File: config.mk
export PLATFORM = sky130hd
export DESIGN_NAME = centroid_update_block
export DESIGN_NICKNAME = d
export VERILOG_FILES = /design/src/rtl/centroid_update_block.sv
export SDC_FILE = /design/constraint.sdc
export NUM_CORES = 1
export LEC_CHECK = 0
export BUFFER_PORTS_ARGS = -buffer_cell sky130_fd_sc_hd__buf_4
export CORE_MARGIN = 5
export CORE_UTILIZATION = 40
export CTS_BUF_LIST = sky130_fd_sc_hd__clkbuf_8
export DETAILED_ROUTE_END_ITERATION = 7
export HOLD_SLACK_MARGIN = 0.05
export SYNTH_ARGS = -nofsm -noshare
export SYNTH_HDL_FRONTEND = slang
export SYNTH_SLANG_ARGS = --single-unit
File: constraint.sdc
create_clock -name clk -period 7.06 [get_ports clk]
set_input_delay 0.706 -clock clk [delete_from_list [all_inputs] [get_ports clk]]
set_output_delay 0.706 -clock clk [all_outputs]
set_load 0.01 [all_outputs]
File: src/rtl/centroid_update_block.sv
// centroid_update_block
// Recomputes the K k-means centroids after an accumulation pass: for each
// centroid it fetches coordinate sums, point count and the previous centroid,
// divides every sum by the count with seven parallel restoring dividers and
// writes the result to the pipe1 centroid registers. Empty centroids keep
// their previous value. Latency is fixed at 26 cycles per centroid.
//
// Build option: define CENT_UPDATE_ROUND_EN to round quotients half-up
// (dividend = sum + count/2); otherwise quotients are truncated.
//
// state  | meaning
// IDLE   | waiting for start
// FETCH  | read strobe to accumulator storage for centroid k
// LOAD   | latch sums, count and old centroid; seed dividers
// DIV    | 23 cycles, one quotient bit per cycle, MSB first
// WRITE  | cent_wr pulse with new centroid k
// DONE   | one-cycle done pulse

module centroid_update_block #(
  parameter int CENTROID_NUM     = 8,
  parameter int COORD_NUM        = 7,
  parameter int ACCUM_CORD_WIDTH = 22,
  parameter int CORD_WIDTH       = 13,
  parameter int COUNT_WIDTH      = 10,
  parameter int ACCUM_WIDTH      = COORD_NUM * ACCUM_CORD_WIDTH,
  parameter int DATA_WIDTH       = COORD_NUM * CORD_WIDTH
) (
  input  logic                   clk,
  input  logic                   rst_n,
  input  logic                   start,
  output logic                   acc_rd_en,
  output logic [2:0]             acc_rd_idx,
  input  logic [ACCUM_WIDTH-1:0] acc_data,
  input  logic [COUNT_WIDTH-1:0] acc_count,
  input  logic [DATA_WIDTH-1:0]  old_centroid,
  output logic [DATA_WIDTH-1:0]  new_centroid,
  output logic [2:0]             cent_cnt,
  output logic                   cent_wr,
  output logic                   busy,
  output logic                   done
);

  localparam int DVD_W = ACCUM_CORD_WIDTH + 1;
  localparam logic [4:0] DIV_LAST = 5'(DVD_W - 1);
  localparam logic [2:0] LAST_K = 3'(CENTROID_NUM - 1);
  localparam logic [DVD_W-1:0] SAT_MAX = DVD_W'((1 << CORD_WIDTH) - 1);

  typedef enum logic [2:0] {
    S_IDLE, S_FETCH, S_LOAD, S_DIV, S_WRITE, S_DONE
  } state_t;

  state_t r_state;
  state_t w_state_nxt;

  logic [2:0]                              r_k;
  logic [4:0]                              r_div_cnt;
  logic [COUNT_WIDTH-1:0]                  r_count;
  logic [DATA_WIDTH-1:0]                   r_old;
  logic [DATA_WIDTH-1:0]                   r_new;
  logic [2:0]                              r_cnt;
  logic [COORD_NUM-1:0][DVD_W-1:0]         r_dvd;
  logic [COORD_NUM-1:0][COUNT_WIDTH-1:0]   r_rem;
  logic [COORD_NUM-1:0][DVD_W-2:0]         r_quo;

  logic [COORD_NUM-1:0][DVD_W-1:0]         w_dvd_init;
  logic [COORD_NUM-1:0][DVD_W-1:0]         w_dvd_sh;
  logic [COORD_NUM-1:0][COUNT_WIDTH:0]     w_trial;
  logic [COORD_NUM-1:0][COUNT_WIDTH-1:0]   w_rem_nxt;
  logic [COORD_NUM-1:0][DVD_W-1:0]         w_quo_nxt;
  logic [DATA_WIDTH-1:0]                   w_sat;

  // State register
  always_ff @(posedge clk) begin
    if (!rst_n) r_state <= S_IDLE;
    else        r_state <= w_state_nxt;
  end

  // Next-state logic; start outside IDLE is ignored
  always_comb begin
    w_state_nxt = r_state;
    case (r_state)
      S_IDLE:  if (start) w_state_nxt = S_FETCH;
      S_FETCH: w_state_nxt = S_LOAD;
      S_LOAD:  w_state_nxt = S_DIV;
      S_DIV:   if (r_div_cnt == 5'd0) w_state_nxt = S_WRITE;
      S_WRITE: w_state_nxt = (r_k == LAST_K) ? S_DONE : S_FETCH;
      S_DONE:  w_state_nxt = S_IDLE;
      default: w_state_nxt = S_IDLE;
    endcase
  end

  // Control outputs decoded from state
  always_comb begin
    acc_rd_en  = (r_state == S_FETCH);
    acc_rd_idx = (r_state == S_FETCH) ? r_k : 3'd0;
    cent_wr    = (r_state == S_WRITE);
    busy       = (r_state != S_IDLE);
    done       = (r_state == S_DONE);
  end

  // Dividend seeding: optional half-divisor bias gives round-half-up
  always_comb begin
    w_dvd_init = '0;
    for (int i = 0; i < COORD_NUM; i++) begin
`ifdef CENT_UPDATE_ROUND_EN
      w_dvd_init[i] = {1'b0, acc_data[i*ACCUM_CORD_WIDTH +: ACCUM_CORD_WIDTH]}
                    + {{(DVD_W-COUNT_WIDTH){1'b0}}, (acc_count >> 1)};
`else
      w_dvd_init[i] = {1'b0, acc_data[i*ACCUM_CORD_WIDTH +: ACCUM_CORD_WIDTH]};
`endif
    end
  end

  // One restoring-division step per coordinate, plus saturation of the
  // completed quotient (valid on the final DIV cycle)
  always_comb begin
    w_trial   = '0;
    w_rem_nxt = '0;
    w_quo_nxt = '0;
    w_dvd_sh  = '0;
    w_sat     = '0;
    for (int i = 0; i < COORD_NUM; i++) begin
      w_trial[i]  = {r_rem[i], r_dvd[i][DVD_W-1]};
      w_dvd_sh[i] = {r_dvd[i][DVD_W-2:0], 1'b0};
      if (w_trial[i] >= {1'b0, r_count}) begin
        w_rem_nxt[i] = COUNT_WIDTH'(w_trial[i] - {1'b0, r_count});
        w_quo_nxt[i] = {r_quo[i], 1'b1};
      end else begin
        w_rem_nxt[i] = w_trial[i][COUNT_WIDTH-1:0];
        w_quo_nxt[i] = {r_quo[i], 1'b0};
      end
      w_sat[i*CORD_WIDTH +: CORD_WIDTH] = (w_quo_nxt[i] > SAT_MAX)
        ? SAT_MAX[CORD_WIDTH-1:0] : w_quo_nxt[i][CORD_WIDTH-1:0];
    end
  end

  // Datapath: operand latch, divider iteration, result register, index
  always_ff @(posedge clk) begin
    if (!rst_n) begin
      r_k       <= 3'd0;
      r_div_cnt <= 5'd0;
      r_count   <= '0;
      r_old     <= '0;
      r_new     <= '0;
      r_cnt     <= 3'd0;
      r_dvd     <= '0;
      r_rem     <= '0;
      r_quo     <= '0;
    end else begin
      case (r_state)
        S_LOAD: begin
          r_count   <= acc_count;
          r_old     <= old_centroid;
          r_dvd     <= w_dvd_init;
          r_rem     <= '0;
          r_quo     <= '0;
          r_div_cnt <= DIV_LAST;
        end
        S_DIV: begin
          r_div_cnt <= r_div_cnt - 5'd1;
          r_dvd     <= w_dvd_sh;
          r_rem     <= w_rem_nxt;
          for (int i = 0; i < COORD_NUM; i++)
            r_quo[i] <= w_quo_nxt[i][DVD_W-2:0];
          if (r_div_cnt == 5'd0) begin
            r_cnt <= r_k;
            r_new <= (r_count == '0) ? r_old : w_sat;
          end
        end
        S_WRITE: r_k <= (r_k == LAST_K) ? 3'd0 : r_k + 3'd1;
        default: ;
      endcase
    end
  end

  assign new_centroid = r_new;
  assign cent_cnt     = r_cnt;

endmodule

### Word-level counts from Yosys, hierarchy flattened

Cells that the tools add are included.
Widths: inputs -> output; s select.

| operators by class | value |
|---|---|
| add/subtract/negate cells | 9 |
| order comparisons | 14 |
| equality and inequality tests | 8 |
| multiplexer cells | 32 |
| reduce and logical (&&, ||, !) cells | 7 |

Operator list:

| kind | count |
|---|---|
| $pmux 161 s2 | 1 |
| $pmux 154 s2 | 1 |
| $gt 23x13->1 const B | 7 |
| $pmux 70 s2 | 1 |
| $mux 13 | 7 |
| $mux 91 | 1 |
| $ge 11x10->1 | 7 |
| $mux 10 | 7 |
| $sub 10x10->10 | 7 |
| $mux 3 | 5 |
| $pmux 3 s5 | 1 |
| $logic_not 10->1 | 1 |
| $pmux 5 s2 | 1 |
| $eq 3x3->1 const B | 3 |
| $mux 1 | 7 |
| $eq 3x2->1 const B | 2 |
| $logic_not 5->1 | 1 |
| $sub 5x1->5 const B | 1 |
| $ne 2x2->1 const B | 2 |
| $reduce_and 2->1 | 2 |
| $add 3x1->3 const B | 1 |
| $eq 3x1->1 const B | 1 |
| $logic_not 3->1 | 1 |
| $reduce_bool 3->1 | 1 |
| $reduce_bool 2->1 | 1 |

| storage, ports and cells | value |
|---|---|
| register bits | 591 |
| input port bits | 258 |
| output and inout port bits | 101 |
| logic and storage cells | 98 |

### Depth between registers and ports, before layout

| logic depth | value |
|---|---|
| depth after elaboration | 5 |
| depth in mapped cells | 10 |
| depth with buffers taken out | 10 |

### Worst setup path before layout

OpenSTA, ideal clock, no wires.

| path | value |
|---|---|
| path type | register to register |
| start | register r_count[1] |
| end | register r_rem[27] in the netlist's numbering |
| library setup time | 0.117 ns |
| arrival time | 2.402 ns |
| data required time | 6.943 ns |
| setup slack | 4.541 ns |
| stages on the path, launching flop included | 10 |
| buffers on the path | 1 |
| clock period less this slack | 2.519 ns |
| path through | dfxtp_1 -> inv_1 -> ha_1 -> nand2b_1 -> a21oi_2 -> o21ai_2 -> o41ai_2 -> buf_6 -> o22ai_1 -> a22o_1 |

| between the ends | value |
|---|---|
| longest elaborated chain between the ends | 3 |
| elaborated cells on any way between the ends | 4 |
| classes of those cells | add/sub (1); order compare (1); mux (2) |

RTL lines:

| element | line | text |
|---|---|---|
| start: declaration | 57 | `logic [COUNT_WIDTH-1:0] r_count;` |
| start signal: assignment | 152 | `r_count <= acc_count;` |
| $sub 10x10->10 or $ge 11x10->1 (tied branches) | 126, 125 |  |
| $mux 10 (*) | 125 | `if (w_trial[i] >= {1'b0, r_count}) begin` |
| $pmux 70 s2 (*) | 150 | `case (r_state)` |
| end signal: assignment | 162 | `r_rem <= w_rem_nxt;` |
| end: declaration | 62 | `logic [COORD_NUM-1:0][COUNT_WIDTH-1:0] r_rem;` |

Every way passes the cells marked *; elsewhere a longest branch is shown, timed or not.
A chain may end at the register's enable or synchronous reset.

### Worst setup path after layout

| path | value |
|---|---|
| start | register r_state[1] |
| end | register r_new[45] (netlist: new_centroid[45]) |

| between the ends | value |
|---|---|
| longest elaborated chain between the ends | 2 |

RTL lines:

| element | line | text |
|---|---|---|
| start: declaration | 52 | `state_t r_state;` |
| start signal: assignment | 75 | `else r_state <= w_state_nxt;` |
| $eq 3x2->1 | 150 |  |
| $reduce_and 2->1 (no source line) | -- |  |
| end signal: assignment | 167 | `r_new <= (r_count == '0) ? r_old : w_sat;` |
| end: declaration | 59 | `logic [DATA_WIDTH-1:0] r_new;` |

No other way between the ends.

==> out/metrics.csv <==
stage,metric,value,unit
synthesis,synth_ff_type,dfxtp_1,
synthesis,ys_types,78,
synthesis,synth_top_cell_by_area,dfxtp_1,
die,ios,359,
route,vias,23400,
cts,clock-sinks,591,
route,drt_iter0_drc,1581,
sta,skew,0.0421,ns
sta,finalSetupViolCount,0,
critical_path,cp-start-kind,flop,
cts,cts_tree,built,
critical_path,arrival,4.05,ns
synthesis,yosysMostFrequentCell,nand2_1,
global_routing,overflow,0,
cts,postCtsSetupBuffers,0,
global_routing,grt_pass1_vias,22800,
route,routed_wl,76000,um
synthesis,yosysSeqAreaShare,42.7,%
cts,cts.path.max_buffers,3,
route,vias_per_cell,5.40,
global_routing,grt_pass1_wl,121000,um
power_and_ir_drop,ir_worst_vdd,145,uV
critical_path,critPathMaxStageDelay,0.78,ns
sta,period_needed,3.46,ns
critical_path,crit_chain,"nor2b_4, buf_12, nand2_4, nor2_4, buf_4, o221ai_1, a21boi_0",
power_and_ir_drop,p_leak,0.0140,uW
power_and_ir_drop,swShare,29.5,%
sta,slew_violations,0,
power_and_ir_drop,switchingPower,2440,uW
power_and_ir_drop,power.total,8270,uW
power_and_ir_drop,p_per_area,253,nW/um2
power_and_ir_drop,p_comb_share,18.9,%
sta,tightest_slew,1.25,ns
status,status,"complete, no violations",
sta,hold_viol,0,
placed_design,finalWeightedCongestion,0.832,
critical_path,cp_max_fo,210,
die,dieWidth,273,um
synthesis,synthesis.area,27700,um2
placed_design,portBuffers,358,
cts,htree_levels,3,
synthesis,ys_seq_elements,591,
finish,final_core_util,47.7,%
synthesis,synthCells,3101,
route,dr.pass1.iters,7,
synthesis,synth_fp_nets,3440,
critical_path,crit_required,7.65,ns
sta,rsz0062_at_grt,no,
die,fp.coreArea,68600,um2
synthesis,postSynthAreaPerCell,8.93,um2
critical_path,crit_slowest_cell,buf_4,
critical_path,crit_type,flop to flop,
cts,hold_buffers,0,
placed_design,dpl.cell_count,4158,
global_routing,grt_max_degree,252,
die,die_area,74600,um2
sta,slew_headroom,16.9,%
sta,max_freq,0.289,GHz
finish,drive_gt1_share,16.6,%
synthesis,async_reset_ff_share,0,%
synthesis,yosys-top-cells-area,"dfxtp_1 (43%), nand2_1 (9.8%), a21boi_0 (9.1%), mux2i_1 (7.2%), o211a_1 (5.3%)",
synthesis,synth_edf_count,0,
route,postRouteAntennaNets,0,
sta,fin_setup_tns,0,ns
cts,numCtsBuffers,103,
sta,whs,0.273,ns
cts,cts_root_buffer,clkbuf_8,
die,num_rows,96,
route,routedWlPerCell,17.5,um
critical_path,end_kind,flop,
cts,clk_pin_slew,0.06,ns
die,start_util,40.4,%
global_routing,antenna_found_initial,3,
synthesis,ys_top_cells_by_count,"nand2_1 (719), dfxtp_1 (591), a21boi_0 (336)",
hold_path,hold_class,input pin to flop,
finish,layout.nets,3671,
sta,timing.final.crit_share,49.1,%
synthesis,yosysWarnings,0,
flow_run,cap_violations,0,
route,drc,0,
finish,syn2layout_area_growth,18.2,%
finish,final_cells,4336,
power_and_ir_drop,seq_power_share,43.4,%
global_routing,track_usage,19.5,%
power_and_ir_drop,p_int,5830,uW
power_and_ir_drop,p_clk_share,37.7,%
placed_design,dp_hpwl,48200,um
cts,postCtsResizedCells,0,
die,die_height,273,um
synthesis,synth_top_area_share,42.7,%
cts,clkLatencyLatePin,0.70,ns
-- power by group through the flow --
stage	registers [uW]	clock network (uW)	logic [uW]
6_report	3590	3120	1560
5_1_grt	3600	3380	1720
4_1_cts	3590	3230	1570
3_5_place_dp	3660	0	1570
3_3_place_gp	3650	0	1540
2_1_floorplan	3630	0	1150
-- per-stage QoR --
step                      instance area, um2  setup slack [ns]
after floorplan                        27700              4.54
after global placement                 30600              3.78
after detailed placement               30600              3.70
after CTS                              32700              3.71
after global routing                   32700              3.45
final                                  32700              3.60
-- cell type report --
cell class / instances / area, um2
diodes: 1 / 2.50
clock buffers: 130 / 1790
clock inverters: 47 / 275
fillers: 6669 / 35900
inverters: 37 / 139
multi-input cells: 2220 / 14600
flip-flops and latches: 591 / 11800
well taps: 931 / 1160
repair buffers: 379 / 2880
-- per-layer routing --
metal / vias up / GRT usage [%] / share of wire [%]
li1: 11500 / - / -
met1: 11200 / 25.5 / 44
met2: 617 / 31.0 / 45
met3: 151 / 5.94 / 7.9
met4: 2 / 6.46 / 2.9
met5: - / 0 / 0.017
-- path summary, 6_finish.rpt --
path                                                    start                       endpoint  slack (ns)  depth (start not counted)
worst max register to register        r_state[1]$_SDFFE_PN0P_  new_centroid[45]$_SDFFE_PN0P_        3.60                          7
worst min-delay path                         old_centroid[15]         r_old[15]$_SDFFE_PN0P_        0.27                          3
worst max-delay path                  r_state[1]$_SDFFE_PN0P_  new_centroid[45]$_SDFFE_PN0P_        3.60                          7
worst min register to register  new_centroid[68]$_SDFFE_PN0P_  new_centroid[68]$_SDFFE_PN0P_        0.46                          2
-- state kept, by name (all words and copies together), names as in the netlist --
signal / cells
r_dvd: 161
r_k: 3
r_quo: 154
r_div_cnt: 5
r_rem: 70
new_centroid: 91
r_count: 10
cent_cnt: 3
r_state: 3
r_old: 91
-- logic make-up (layout without fill, tap and decap cells) --
group / Yosys count / count (layout) / share of synthesized area (%)
AOI/OAI and AO/OA: 849 / 849 / 24.2
xor gates and xnor gates: 35 / 35 / 1.11
adders and majority gates: 81 / 81 / 3.85
buffers and inverters: 290 / 593 / 4.57
DFF: 591 / 591 / 42.7
muxes: 202 / 202 / 7.31
other: 0 / 1 / 0
and+or+nand+nor: 1053 / 1053 / 16.2
-- placed cells by master (no fill, tap or decap), types with 9 or more instances in the layout --
cell and count:
o21a_1 15, clkinv_2 9, a21boi_1 26, a22o_1 15, a21boi_0 336, o211ai_1 11
buf_4 376, a21oi_1 53, mux2i_1 200, nor2b_1 16, clkbuf_8 130, nand4_1 19
nand3_1 163, nor2_1 56, o21ai_0 62, xnor2_1 29, inv_1 69, a21o_1 11
o221ai_1 91, o21ai_1 11, dfxtp_1 590, o211a_1 147, nand2b_1 11, nand3b_1 13
ha_1 74, nor4_1 16, nand2_1 718
-- worst max-delay path: cells and delay by family, from the launching register on --
family          cells  cell delay, ns
buf+inv             2            1.41
compound gates      2            0.58
flops               1            0.52
simple gates        3            0.52
Note: power is estimated with default switching activity, not from simulation.
